### config.mk
export PLATFORM = sky130hd
export DESIGN_NAME = pipeline_loop_iter
export DESIGN_NICKNAME = d
export VERILOG_FILES = /design/src/rtl/loop_ctrl_pkg.sv /design/src/rtl/pipeline_loop_iter.sv
export SDC_FILE = /design/constraint.sdc
export NUM_CORES = 1
export LEC_CHECK = 0
export BUFFER_PORTS_ARGS = -buffer_cell sky130_fd_sc_hd__buf_2
export CAP_MARGIN = 20
export CORE_ASPECT_RATIO = 0.9
export CORE_MARGIN = 2
export CORE_UTILIZATION = 50
export CTS_BUF_LIST = sky130_fd_sc_hd__clkbuf_4 sky130_fd_sc_hd__clkbuf_8
export DETAILED_ROUTE_END_ITERATION = 10
export GPL_ROUTABILITY_DRIVEN = 0
export PLACE_DENSITY_LB_ADDON = 0.05
export SYNTH_ARGS = -nofsm -noshare
export SYNTH_HDL_FRONTEND = slang
export SYNTH_SLANG_ARGS = --single-unit
### constraint.sdc
create_clock -name clk -period 2.68 [get_ports clk]
set_input_delay 0.134 -clock clk [delete_from_list [all_inputs] [get_ports clk]]
set_output_delay 0.134 -clock clk [all_outputs]
set_load 0.05 [all_outputs]
### src/rtl/loop_ctrl_pkg.sv
// Shared types for the iterative loop control stage.
package loop_ctrl_pkg;

    // Default width of the iteration count and index.
    localparam int CNT_W_DEFAULT = 8;

    // Control states.
    //   IDLE: waiting for a job.
    //   RUN : loop body is being stepped.
    //   HOLD: result is presented downstream.
    typedef enum logic [1:0] {
        IDLE = 2'd0,
        RUN  = 2'd1,
        HOLD = 2'd2
    } loop_state_e;

endpackage : loop_ctrl_pkg

### src/rtl/pipeline_loop_iter.sv
// Control stage for an iterative datapath. It accepts one job per input
// handshake and steps a loop body for the job's iteration count. It then
// presents the executed-iteration count and an early-exit flag on the output
// handshake. Handing off a result overlaps with accepting the next job, so
// there is no bubble between jobs.
//
// Handshake rules: a transfer happens on a rising clock edge where valid and
// ready are both 1. The cen outputs are exactly that product.
//   i_cen = i_valid && i_ready   (job capture)
//   l_cen = l_valid && l_ready   (one loop iteration)
//   the result leaves on o_valid && o_ready
// A valid output, once raised, stays up with stable payload until it is taken.
// Ready may depend combinationally on the downstream ready
// (i_ready = o_ready in HOLD).
module pipeline_loop_iter
    import loop_ctrl_pkg::*;
#(
    parameter int CNT_W = CNT_W_DEFAULT
) (
    input  logic             clk,
    input  logic             rst,
    input  logic             i_valid,
    output logic             i_ready,
    input  logic [CNT_W-1:0] i_niter,
    output logic             i_cen,
    output logic             l_valid,
    input  logic             l_ready,
    output logic             l_cen,
    output logic [CNT_W-1:0] l_iter,
    output logic             l_first,
    output logic             l_last,
    input  logic             l_exit,
    output logic             o_valid,
    input  logic             o_ready,
    output logic             o_early,
    output logic [CNT_W-1:0] o_iters,
    output loop_state_e      o_dbg_state
);

    localparam logic [CNT_W-1:0] ONE  = {{(CNT_W-1){1'b0}}, 1'b1};
    localparam logic [CNT_W-1:0] ZERO = '0;

    loop_state_e      state_q, state_d;
    logic [CNT_W-1:0] cnt_q, cnt_d;
    logic [CNT_W-1:0] last_q, last_d;
    logic [CNT_W-1:0] iters_q, iters_d;
    logic             early_q, early_d;
    logic             cnt_at_last;

    assign cnt_at_last = (cnt_q == last_q);

    // Handshake outputs: a function of state and inputs only, all forced low in reset.
    always_comb begin
        i_ready = 1'b0;
        l_valid = 1'b0;
        o_valid = 1'b0;
        if (!rst) begin
            case (state_q)
                IDLE:    i_ready = 1'b1;
                RUN:     l_valid = 1'b1;
                HOLD: begin
                    o_valid = 1'b1;
                    i_ready = o_ready;
                end
                default: i_ready = 1'b0;
            endcase
        end
        i_cen   = i_valid && i_ready;
        l_cen   = l_valid && l_ready;
        l_iter  = cnt_q;
        l_first = l_valid && (cnt_q == ZERO);
        l_last  = l_valid && cnt_at_last;
    end

    assign o_iters     = iters_q;
    assign o_early     = early_q;
    assign o_dbg_state = state_q;

    // Next-state logic for the FSM, the iteration counter and the result registers.
    always_comb begin
        state_d = state_q;
        cnt_d   = cnt_q;
        last_d  = last_q;
        iters_d = iters_q;
        early_d = early_q;
        case (state_q)
            IDLE, HOLD: begin
                if (i_cen) begin
                    // A new job; in HOLD the old result leaves on this same edge.
                    if (i_niter != ZERO) begin
                        state_d = RUN;
                        cnt_d   = ZERO;
                        last_d  = i_niter - ONE;
                        early_d = 1'b0;
                    end else begin
                        // Zero iterations: report straight away, datapath passes through.
                        state_d = HOLD;
                        iters_d = ZERO;
                        early_d = 1'b0;
                    end
                end else if (state_q == HOLD && o_ready) begin
                    state_d = IDLE;
                end
            end
            RUN: begin
                if (l_cen) begin
                    if (cnt_at_last || l_exit) begin
                        // cnt never exceeds all-ones minus 1, so cnt+1 cannot wrap.
                        state_d = HOLD;
                        iters_d = cnt_q + ONE;
                        early_d = l_exit && !cnt_at_last;
                    end else begin
                        cnt_d = cnt_q + ONE;
                    end
                end
            end
            default: state_d = IDLE;
        endcase
    end

    // State and counter registers with synchronous reset; reset drops any job in flight.
    always_ff @(posedge clk) begin
        if (rst) begin
            state_q <= IDLE;
            cnt_q   <= ZERO;
            last_q  <= ZERO;
            iters_q <= ZERO;
            early_q <= 1'b0;
        end else begin
            state_q <= state_d;
            cnt_q   <= cnt_d;
            last_q  <= last_d;
            iters_q <= iters_d;
            early_q <= early_d;
        end
    end

endmodule : pipeline_loop_iter

# --- Word level (Yosys, flattened, before mapping) ---
# Index checks and enable logic that the tools add are counted.
word_totals:
  in_bits: 14
  ff_bits: 27
  wordCells: 61
classes:
  n_reduce_logical: 18
  n_mux: 26
  add_sub_neg: 2
  n_eq_ne: 10
op_table:
  columns: ["cell", "n"]
  rows:
  - ["8-bit 2-to-1 mux", 8]
  - ["8-bit one-hot mux with 2 select lines", 2]
  - ["2-bit inequality test (second input constant)", 6]
  - ["2-bit 2-to-1 mux", 5]
  - ["5-bit AND reduction", 2]
  - ["8-bit by 1-bit adder with 8-bit output (second input constant)", 1]
  - ["8-bit equality test", 1]
  - ["8-bit zero test", 1]
  - ["1-bit 2-to-1 mux", 8]
  - ["8-bit nonzero test", 1]
  - ["8-bit by 1-bit subtractor with 8-bit output (second input constant)", 1]
  - ["1-bit logical AND", 6]
  - ["3-bit AND reduction", 2]
  - ["1-bit one-hot mux with 2 select lines", 2]
  - ["2-bit one-hot mux with 2 select lines", 1]
  - ["4-bit AND reduction", 1]
  - ["3-bit inequality test (second input constant)", 1]
  - ["2-bit by 1-bit equality test with 1-bit output (second input constant)", 1]
  - ["2-bit equality test (second input constant)", 1]
  - ["2-bit zero test", 1]
  - ["2-bit nonzero test", 1]
  - ["2-bit OR reduction", 1]
  - ["1-bit zero test", 1]
  - ["1-bit logical OR", 1]

# --- Longest topological paths before layout ---
# Gate-level depths: netlist of run 1.
logic_depth:
  word_depth: 6
  depth_mapped: 8
  ltp_nobuf: 6

# --- Worst setup path before layout of run 1 ---
# Ideal clock, no wire load.
synth_path:
  path_type: "register to register"
  startpoint: "register state_q[0] (netlist: o_dbg_state[0])"
  endpoint: "register last_q[6]"
  setup_slack_ps: -804
  path_buffers: 3
  stages_incl_launch_ff: 8
  arrival_ps: 3398
  cell_sequence: "dfxtp_1 > buf_6 > nor4b_1 > and2_1 > buf_2 > buf_2 > nor2_1 > a211oi_1"
synth_between:
  elab_chain_cells: 5
  word_cells_on_any_way: 7
synth_rtl:
  columns: ["item", "line_no", "text"]
  rows:
  - ["start, declared", "pipeline_loop_iter.sv:43", "loop_state_e state_q, state_d;"]
  - ["start signal, assigned", "pipeline_loop_iter.sv:130", "state_q <= state_d;"]
  - ["2-bit equality test / 2-bit zero test (equally long branches)", "pipeline_loop_iter.sv:58", "case (state_q)"]
  - ["1-bit one-hot mux with 2 select lines (*)", "pipeline_loop_iter.sv:58", null]
  - ["1-bit 2-to-1 mux (*)", "pipeline_loop_iter.sv:57", "if (!rst) begin"]
  - ["1-bit logical AND (*)", "pipeline_loop_iter.sv:68", "i_cen = i_valid && i_ready;"]
  - ["net i_cen", "pipeline_loop_iter.sv:25", "output logic i_cen,"]
  - ["3-bit AND reduction (no source line) (*)", null, null]
  - ["end signal, assigned", "pipeline_loop_iter.sv:132", "last_q <= last_d;"]
  - ["end, declared", "pipeline_loop_iter.sv:45", "logic [CNT_W-1:0] last_q, last_d;"]
# The timed path passes the listed nets; every way through them passes the cells marked *.
# A chain may end at the register's enable or synchronous reset.

# --- Worst setup path after layout of run 1 ---
layout_path:
  startpoint: "register cnt_q[3] (netlist: l_iter[3])"
  endpoint: "register cnt_q[3] (netlist: l_iter[3])"
layout_between:
  elab_chain_cells: 4
  word_cells_on_any_way: 8
layout_rtl:
  columns: ["item", "line_no", "text"]
  rows:
  - ["start, declared", "pipeline_loop_iter.sv:44", "logic [CNT_W-1:0] cnt_q, cnt_d;"]
  - ["start signal, assigned", "pipeline_loop_iter.sv:131", "cnt_q <= cnt_d;"]
  - ["8-bit by 1-bit adder with 8-bit output / 8-bit equality test (equally long branches)", "pipeline_loop_iter.sv:113, pipeline_loop_iter.sv:50", null]
  - ["8-bit 2-to-1 mux / 1-bit logical OR (equally long branches)", "pipeline_loop_iter.sv:107", "if (cnt_at_last || l_exit) begin"]
  - ["8-bit 2-to-1 mux / 2-bit inequality test (equally long branches)", null, null]
  - ["8-bit one-hot mux with 2 select lines / 5-bit AND reduction (equally long branches)", null, null]
# Parallel ways exist; a longest one is shown, timed or not. The select of a mux whose other input is x is not followed.

==> out/metrics.csv, run 1 <==
stage;metric;value;unit
clock_tree;Clock H-tree levels;1;
power_and_ir_drop;leakage power;0.000849;uW
power_and_ir_drop;Switching Share;30.3;%
cells_and_area;core utilization of the finished layout;60.5;%
min_path;worst min-delay path startpoint;o_ready;
job;total of max-cap violations;0;
timing;setup TNS;0;ns
clock_tree;CTS Sinks;27;
timing;number of max-slew violations in the final report;0;
synthesis;top cell type by total area after synthesis;dfxtp_1;
grt;number of antenna violations at the first check in global routing;0;
critical_path;cells traversed along the worst timing path;xor2_1 > nor4_1 > a21oi_1 > or4b_1 > a31o_1;
critical_path;kind of critical path;flop to flop;
synthesis;share of the synthesized area in the top cell type;34.0;%
synthesis;top cells by area in the synthesized netlist;dfxtp_1 (34%), mux2i_1 (6.9%), xor2_1 (5.5%);
clock_tree;buffer levels on the longest clock path;2;
grt;Congestion Overflow GR;0;
critical_path;origin of the critical flop-to-flop path;l_iter[3];
routing;number of design rule violations left after detail routing;0;
min_path;worst min-delay path class;primary input to flop;
routing;average wire length per cell after detail routing;14.5;um
synthesis;post-synth design cell area;1590;um2
placed_design;post-placement cell count;256;
timing;unrepaired setup endpoints after global routing;false;
critical_path;Largest delay share family, worst path;simple AND/OR/NAND/NOR gates;
critical_path;depth of the worst register-to-register path;5;
critical_path;maximum fanout count along the critical path;9;
timing;worst max-slew margin expressed relative to the limit;59.3;%
grt;global-route usage over all layers;21.7;%
timing;maximum clock frequency;435;MHz
timing;measured slew at the worst slew-check pin;0.610;ns
timing;number of failing hold endpoints at the final stage;0;
placed_design;Place WS;0.417;ns
power_and_ir_drop;switching power;232;uW
critical_path;endpoint of the worst register-to-register path;l_iter[3];
synthesis;top post-synthesis cells by count;dfxtp_1 (27), nand2_1 (16), nor2_1 (16);
power_and_ir_drop;worst vdd rail ir drop;367;uV
timing;worst clock skew;0.00774;ns
routing;number of violations reported at the end of detailed-routing iteration 0;122;
min_path;number of cells on the worst hold path;4;
timing;part of the cycle the worst path needs;85.8;%
die;die area;3650;um2
routing;total detailed-routing wirelength;3780;um
synthesis;post-synthesis instance total;185;
die;DIE HEIGHT;57.5;um
routing;count of TritonRoute iterations in the first routing pass;4;
clock_tree;Resized cells post-CTS;0;
critical_path;launch point of the worst path;l_iter[3];
routing;count of nets left with antenna violations after detail routing;0;
cells_and_area;total of fill cells in the finished design;293;
synthesis;FF+latch count, synth;27;
critical_path;cell with the largest stage delay on the worst path;or4b_1;
run_status;status;finished, final reports clean;
grt;global-route wire length before repair;6200;um
clock_tree;clock insertion delay at the later pin of the skew report;0.33;ns
synthesis;average size of a mapped cell;8.59;um2
power_and_ir_drop;part of the total power dissipated in combinational logic;19.4;%
clock_tree;cts bufs inserted;3;
synthesis;sequential cell area fraction in the yosys report;34.0;%
clock_tree;CTS tree;done;
die;num rows;19;
placed_design;post-detail-place hpwl;2810;um
cells_and_area;layout net count;238;
synthesis;most used standard cell by instance count after synthesis;dfxtp_1;
clock_tree;clock-pin slew on the worst setup and hold paths;0.15;ns
synthesis;dominant synthesized flop cell;dfxtp_1;
cells_and_area;layout cell share with drive strength beyond 1;22.8;%
die;die outline width;63.4;um
placed_design;# port buffers;39;
min_path;worst-case hold path end point;o_dbg_state[1];
grt;vias in the first global route;1326;
clock_tree;cell at the root of the clock tree;clkbuf_4;
cells_and_area;final antenna diode count;0;
die;starting density of the core;52.2;%
critical_path;Worst R2R Setup Slack;0.38;ns
timing;final critical path time including I/O delays and setup;2.30;ns
synthesis;number of distinct library cell variants in the gate-level netlist after synthesis;40;
timing;Worst Setup Slack, final;0.380;ns
cells_and_area;area growth from synthesis to layout;15.9;%
critical_path;category of the worst setup path capture point;flop;
power_and_ir_drop;Flop pwr share;55.6;%
routing;routed vias;1425;
cells_and_area;Finished Layout Cells;261;
power_and_ir_drop;cell area power density;415;nW/um2
critical_path;data arrival at the endpoint of the critical path;2.54;ns
cells_and_area;area used by multi-input combinational logic;965;um2
critical_path;Buf/Inv on CP;0;
power_and_ir_drop;clock share of power;25.0;%
synthesis;Net Count, Synth;203;
cells_and_area;sequential cell area in the final layout;541;um2
timing;final setup vio count;0;
die;Floorplan Core Area;3040;um2
critical_path;data required time of the worst path;2.92;ns
synthesis;number of enable flip-flop cells after synthesis;0;
synthesis;post-synthesis async set-or-reset flop share;0;%
routing;via/cell ratio;5.46;
critical_path;startpoint types;flop;
power_and_ir_drop;Cell Int Power;533;uW
grt;maximum number of pins on one net before global-route repair;28;
power_and_ir_drop;total design power;765;uW
die;I/O pin total;40;
synthesis;number of warnings issued by yosys;0;
critical_path;maximum single-stage delay on the critical path;0.73;ns
==> how the worst max path moves through the flow <==
stage	cells after the start	slack, ns	end
after CTS	5	0.39	l_iter[3]
final	5	0.38	l_iter[3]
after floorplan	7	0.03	last_q[6]
after global routing	5	0.21	l_iter[3]
after detailed placement	5	0.42	l_iter[3]
after global placement	5	0.50	l_iter[3]
==> kinds of logic (layout without fill, tap and decap cells) <==
family	Yosys count	count (layout)	synth area share (%)
xor gates and xnor gates	17	17	9.37
DFF	27	27	34.0
buffers and inverters	22	56	6.61
adders and majority gates	4	4	3.15
muxes	11	11	6.93
and+or+nand+nor	73	73	24.1
AOI/OAI and AO/OA	31	31	15.8
==> per-layer routing <==
metal  vias to the layer above  global-route usage [%]  wire length [um]
met4                         0                    4.97                45
met5                         -                       0                 0
met2                        43                    36.7              1780
li1                        709                       -                 -
met1                       669                    28.2              1730
met3                         4                    5.33               227
==> cells in the final DEF, fill, tap and decap left out, types with 2 or more instances in the layout <==
| master | n |
|---|---|
| a211oi_1 | 10 |
| a21o_1 | 2 |
| a21oi_1 | 5 |
| a31o_1 | 2 |
| and2_1 | 2 |
| and3_1 | 3 |
| buf_2 | 39 |
| clkbuf_4 | 4 |
| dfxtp_1 | 27 |
| ha_1 | 4 |
| inv_1 | 10 |
| mux2i_1 | 11 |
| nand2_1 | 16 |
| nand2b_1 | 13 |
| nand3_1 | 5 |
| nor2_1 | 16 |
| nor2b_1 | 3 |
| nor3_1 | 3 |
| nor4_1 | 4 |
| o2bb2ai_1 | 2 |
| xnor2_1 | 7 |
| xor2_1 | 10 |
==> per-stage QoR <==
| stage | area, um2 | hold WS (ns) |
|---|---|---|
| final | 1840 | 0.101 |
| after global routing | 1840 | 0.147 |
| after CTS | 1840 | 0.0912 |
| after detailed placement | 1800 | 0.349 |
| after global placement | 1800 | 0.355 |
| after floorplan | 1610 | 0.230 |
==> repair_timing <==
action | CTS | global route
setup buffers | 0 | 0
hold buffers | 1 | 0
hold endpoints to repair | 1 | 0
==> power groups by stage <==
stage | Sequential (uW) | Combinational (uW) | Clock [uW]
2_1_floorplan | 439 | 103 | 0
3_3_place_gp | 433 | 142 | 0
3_5_place_dp | 434 | 146 | 0
4_1_cts | 425 | 148 | 198
5_1_grt | 427 | 161 | 209
6_report | 425 | 149 | 191
==> worst min-delay path: stages <==
cell	delay, ns
buf_2	0.09
nor2b_1	0.06
nand2_1	0.06
a21oi_1	0.05
==> area by class of cell <==
class / count / area share (%)
Inverter: 11 / 2.24
Multi-Input combinational cell: 136 / 52.4
Sequential cell: 27 / 29.3
Timing Repair Buffer: 41 / 11.5
Clock buffer: 4 / 1.63
Tap cell: 42 / 2.85
==> registers in the layout, indices dropped and copies added, names as in the netlist <==
| signal | count |
|---|---|
| o_early | 1 |
| o_dbg_state | 2 |
| last_q | 8 |
| o_iters | 8 |
| l_iter | 8 |
Power figures use the tool's default switching activity.
==> run 2, diff against run 1 <==
--- a/config.mk
+++ b/config.mk
@@ -7,7 +7,6 @@
 export LEC_CHECK = 0
 export BUFFER_PORTS_ARGS = -buffer_cell sky130_fd_sc_hd__buf_2
 export CAP_MARGIN = 20
-export CORE_ASPECT_RATIO = 0.9
 export CORE_MARGIN = 2
 export CORE_UTILIZATION = 50
 export CTS_BUF_LIST = sky130_fd_sc_hd__clkbuf_4 sky130_fd_sc_hd__clkbuf_8
==> run 2 against run 1 <==
Effect of this change: design area grew 0.14%; critical path depth up 1; clock skew hardly changed; largest cell class unchanged; highest routed layer unchanged.
==> out/metrics.csv, run 2 (synthesized netlist as in run 1, its figures left out) <==
stage;metric;value;unit
routing;via/cell ratio;5.38;
timing;measured slew at the worst slew-check pin;0.663;ns
routing;count of nets left with antenna violations after detail routing;0;
cells_and_area;final antenna diode count;0;
power_and_ir_drop;cell area power density;411;nW/um2
critical_path;kind of critical path;flop to output port;
die;starting density of the core;52.5;%
clock_tree;clock insertion delay at the later pin of the skew report;0.34;ns
timing;final critical path time including I/O delays and setup;2.25;ns
cells_and_area;commonest non-fill, non-tap cell in the layout;buf_2;
routing;count of TritonRoute iterations in the first routing pass;5;
clock_tree;buffer levels on the longest clock path;2;
cells_and_area;total of fill cells in the finished design;291;
timing;number of max-slew violations in the final report;0;
routing;number of design rule violations left after detail routing;0;
die;die outline width;60.4;um
cells_and_area;area growth from synthesis to layout;16.1;%
critical_path;data required time of the worst path;2.55;ns
min_path;worst min-delay path class;primary input to flop;
clock_tree;clock-pin slew on the worst setup and hold paths;0.16;ns
die;I/O pin total;40;
grt;vias in the first global route;1306;
timing;worst clock skew;0.00771;ns
grt;maximum number of pins on one net before global-route repair;28;
timing;final setup vio count;0;
critical_path;cells traversed along the worst timing path;nand2b_1 > or2_2 > clkinv_1 > nand2_1 > nor4_4 > buf_2;
die;die area;3650;um2
critical_path;startpoint types;flop;
critical_path;Buf/Inv on CP;2;
min_path;worst min-delay path startpoint;i_niter[2];
critical_path;category of the worst setup path capture point;output port;
routing;routed vias;1415;
timing;part of the cycle the worst path needs;84.0;%
run_status;status;finished, final reports clean;
placed_design;# port buffers;39;
grt;Congestion Overflow GR;0;
routing;total detailed-routing wirelength;3640;um
clock_tree;Clock H-tree levels;1;
timing;number of failing hold endpoints at the final stage;0;
clock_tree;CTS tree;done;
cells_and_area;commonest non-fill, non-tap cells in the layout;buf_2 (39), dfxtp_1 (27), nor2_1 (16), nand2_1 (16), nand2b_1 (13);
placed_design;post-detail-place hpwl;2820;um
die;Floorplan Core Area;3030;um2
critical_path;data arrival at the endpoint of the critical path;2.12;ns
clock_tree;cell at the root of the clock tree;clkbuf_4;
grt;global-route usage over all layers;22.2;%
critical_path;launch point of the worst path;o_dbg_state[0];
critical_path;Largest delay share family, worst path;simple AND/OR/NAND/NOR gates;
die;DIE HEIGHT;60.4;um
timing;setup TNS;0;ns
cells_and_area;layout cell share with drive strength beyond 1;22.8;%
clock_tree;cts bufs inserted;3;
timing;maximum clock frequency;444;MHz
grt;number of antenna violations at the first check in global routing;0;
job;total of max-cap violations;0;
timing;unrepaired setup endpoints after global routing;false;
cells_and_area;layout net count;238;
power_and_ir_drop;leakage power;0.000845;uW
routing;average wire length per cell after detail routing;13.8;um
critical_path;maximum fanout count along the critical path;10;
grt;global-route wire length before repair;6160;um
critical_path;maximum single-stage delay on the critical path;0.53;ns
die;num rows;20;
clock_tree;CTS Sinks;27;
critical_path;cell with the largest stage delay on the worst path;dfxtp_1;
routing;number of violations reported at the end of detailed-routing iteration 0;29;
timing;worst max-slew margin expressed relative to the limit;55.8;%
timing;worst hold slack;0.0955;ns
critical_path;origin of the critical flop-to-flop path;l_iter[4];
power_and_ir_drop;worst vdd rail ir drop;207;uV
## run 2: cell count changes in the layout (fill, tap and decap cells not counted), sizes merged
cell / delta
clkinvlp: +1
clkbuf: -1
## run 2: area by class of cell
cell class	instances	area, um2	area share (%)
clock buffer	3	22.5	1.22
clock inverter	1	7.51	0.407
inverter	11	41.3	2.24
multi-input combinational	136	965	52.3
sequential	27	541	29.3
tap	44	55.1	2.99
timing repair buffer	41	213	11.5
## run 2: repair_timing
action / CTS / global route
setup buffers: 0 / 0
endpoints found under the hold margin: 1 / 0
gates resized for setup: 0 / 0
hold buffers: 1 / 0
## run 2: layer usage
metal,share of wire [%],global-route usage (%)
met1,46,30.6
met2,48,36.2
met3,5.0,2.56
met4,0.96,7.30
met5,0,0
## run 2: path summary, 6_finish.rpt
check	slack (ns)	depth (start not counted)	endpoint
worst min-delay path	0.1	3	last_q[2]
worst min register to register	0.49	2	o_iters[4]
worst max-delay path	0.43	6	l_first
worst max register to register	0.44	5	l_iter[2]
## run 2: power by group
part / switching (uW) / internal, uW / leakage [uW]
combinational: 95.8 / 51.1 / 0.000612
sequential: 11.2 / 413 / 0.000219
clock: 129 / 57.2 / 0.0000139
## run 2: worst register-to-register path: stages, from the launching register on
cell,delay (ns)
dfxtp_1,0.54
xor2_1,0.18
nor4_1,0.09
a21oi_1,0.32
or4b_1,0.73
a31o_1,0.30
## run 2: through the flow
stage	area (um2)	utilization, %	total power [uW]	instances	setup WS (ns)
after floorplan	1610	-	542	185	0.0316
after global placement	1800	59.6	575	258	0.515
after detailed placement	1800	59.6	579	258	0.486
after CTS	1840	60.9	766	263	0.415
after global routing	1840	60.9	797	263	0.239
final	1840	60.9	758	263	0.430
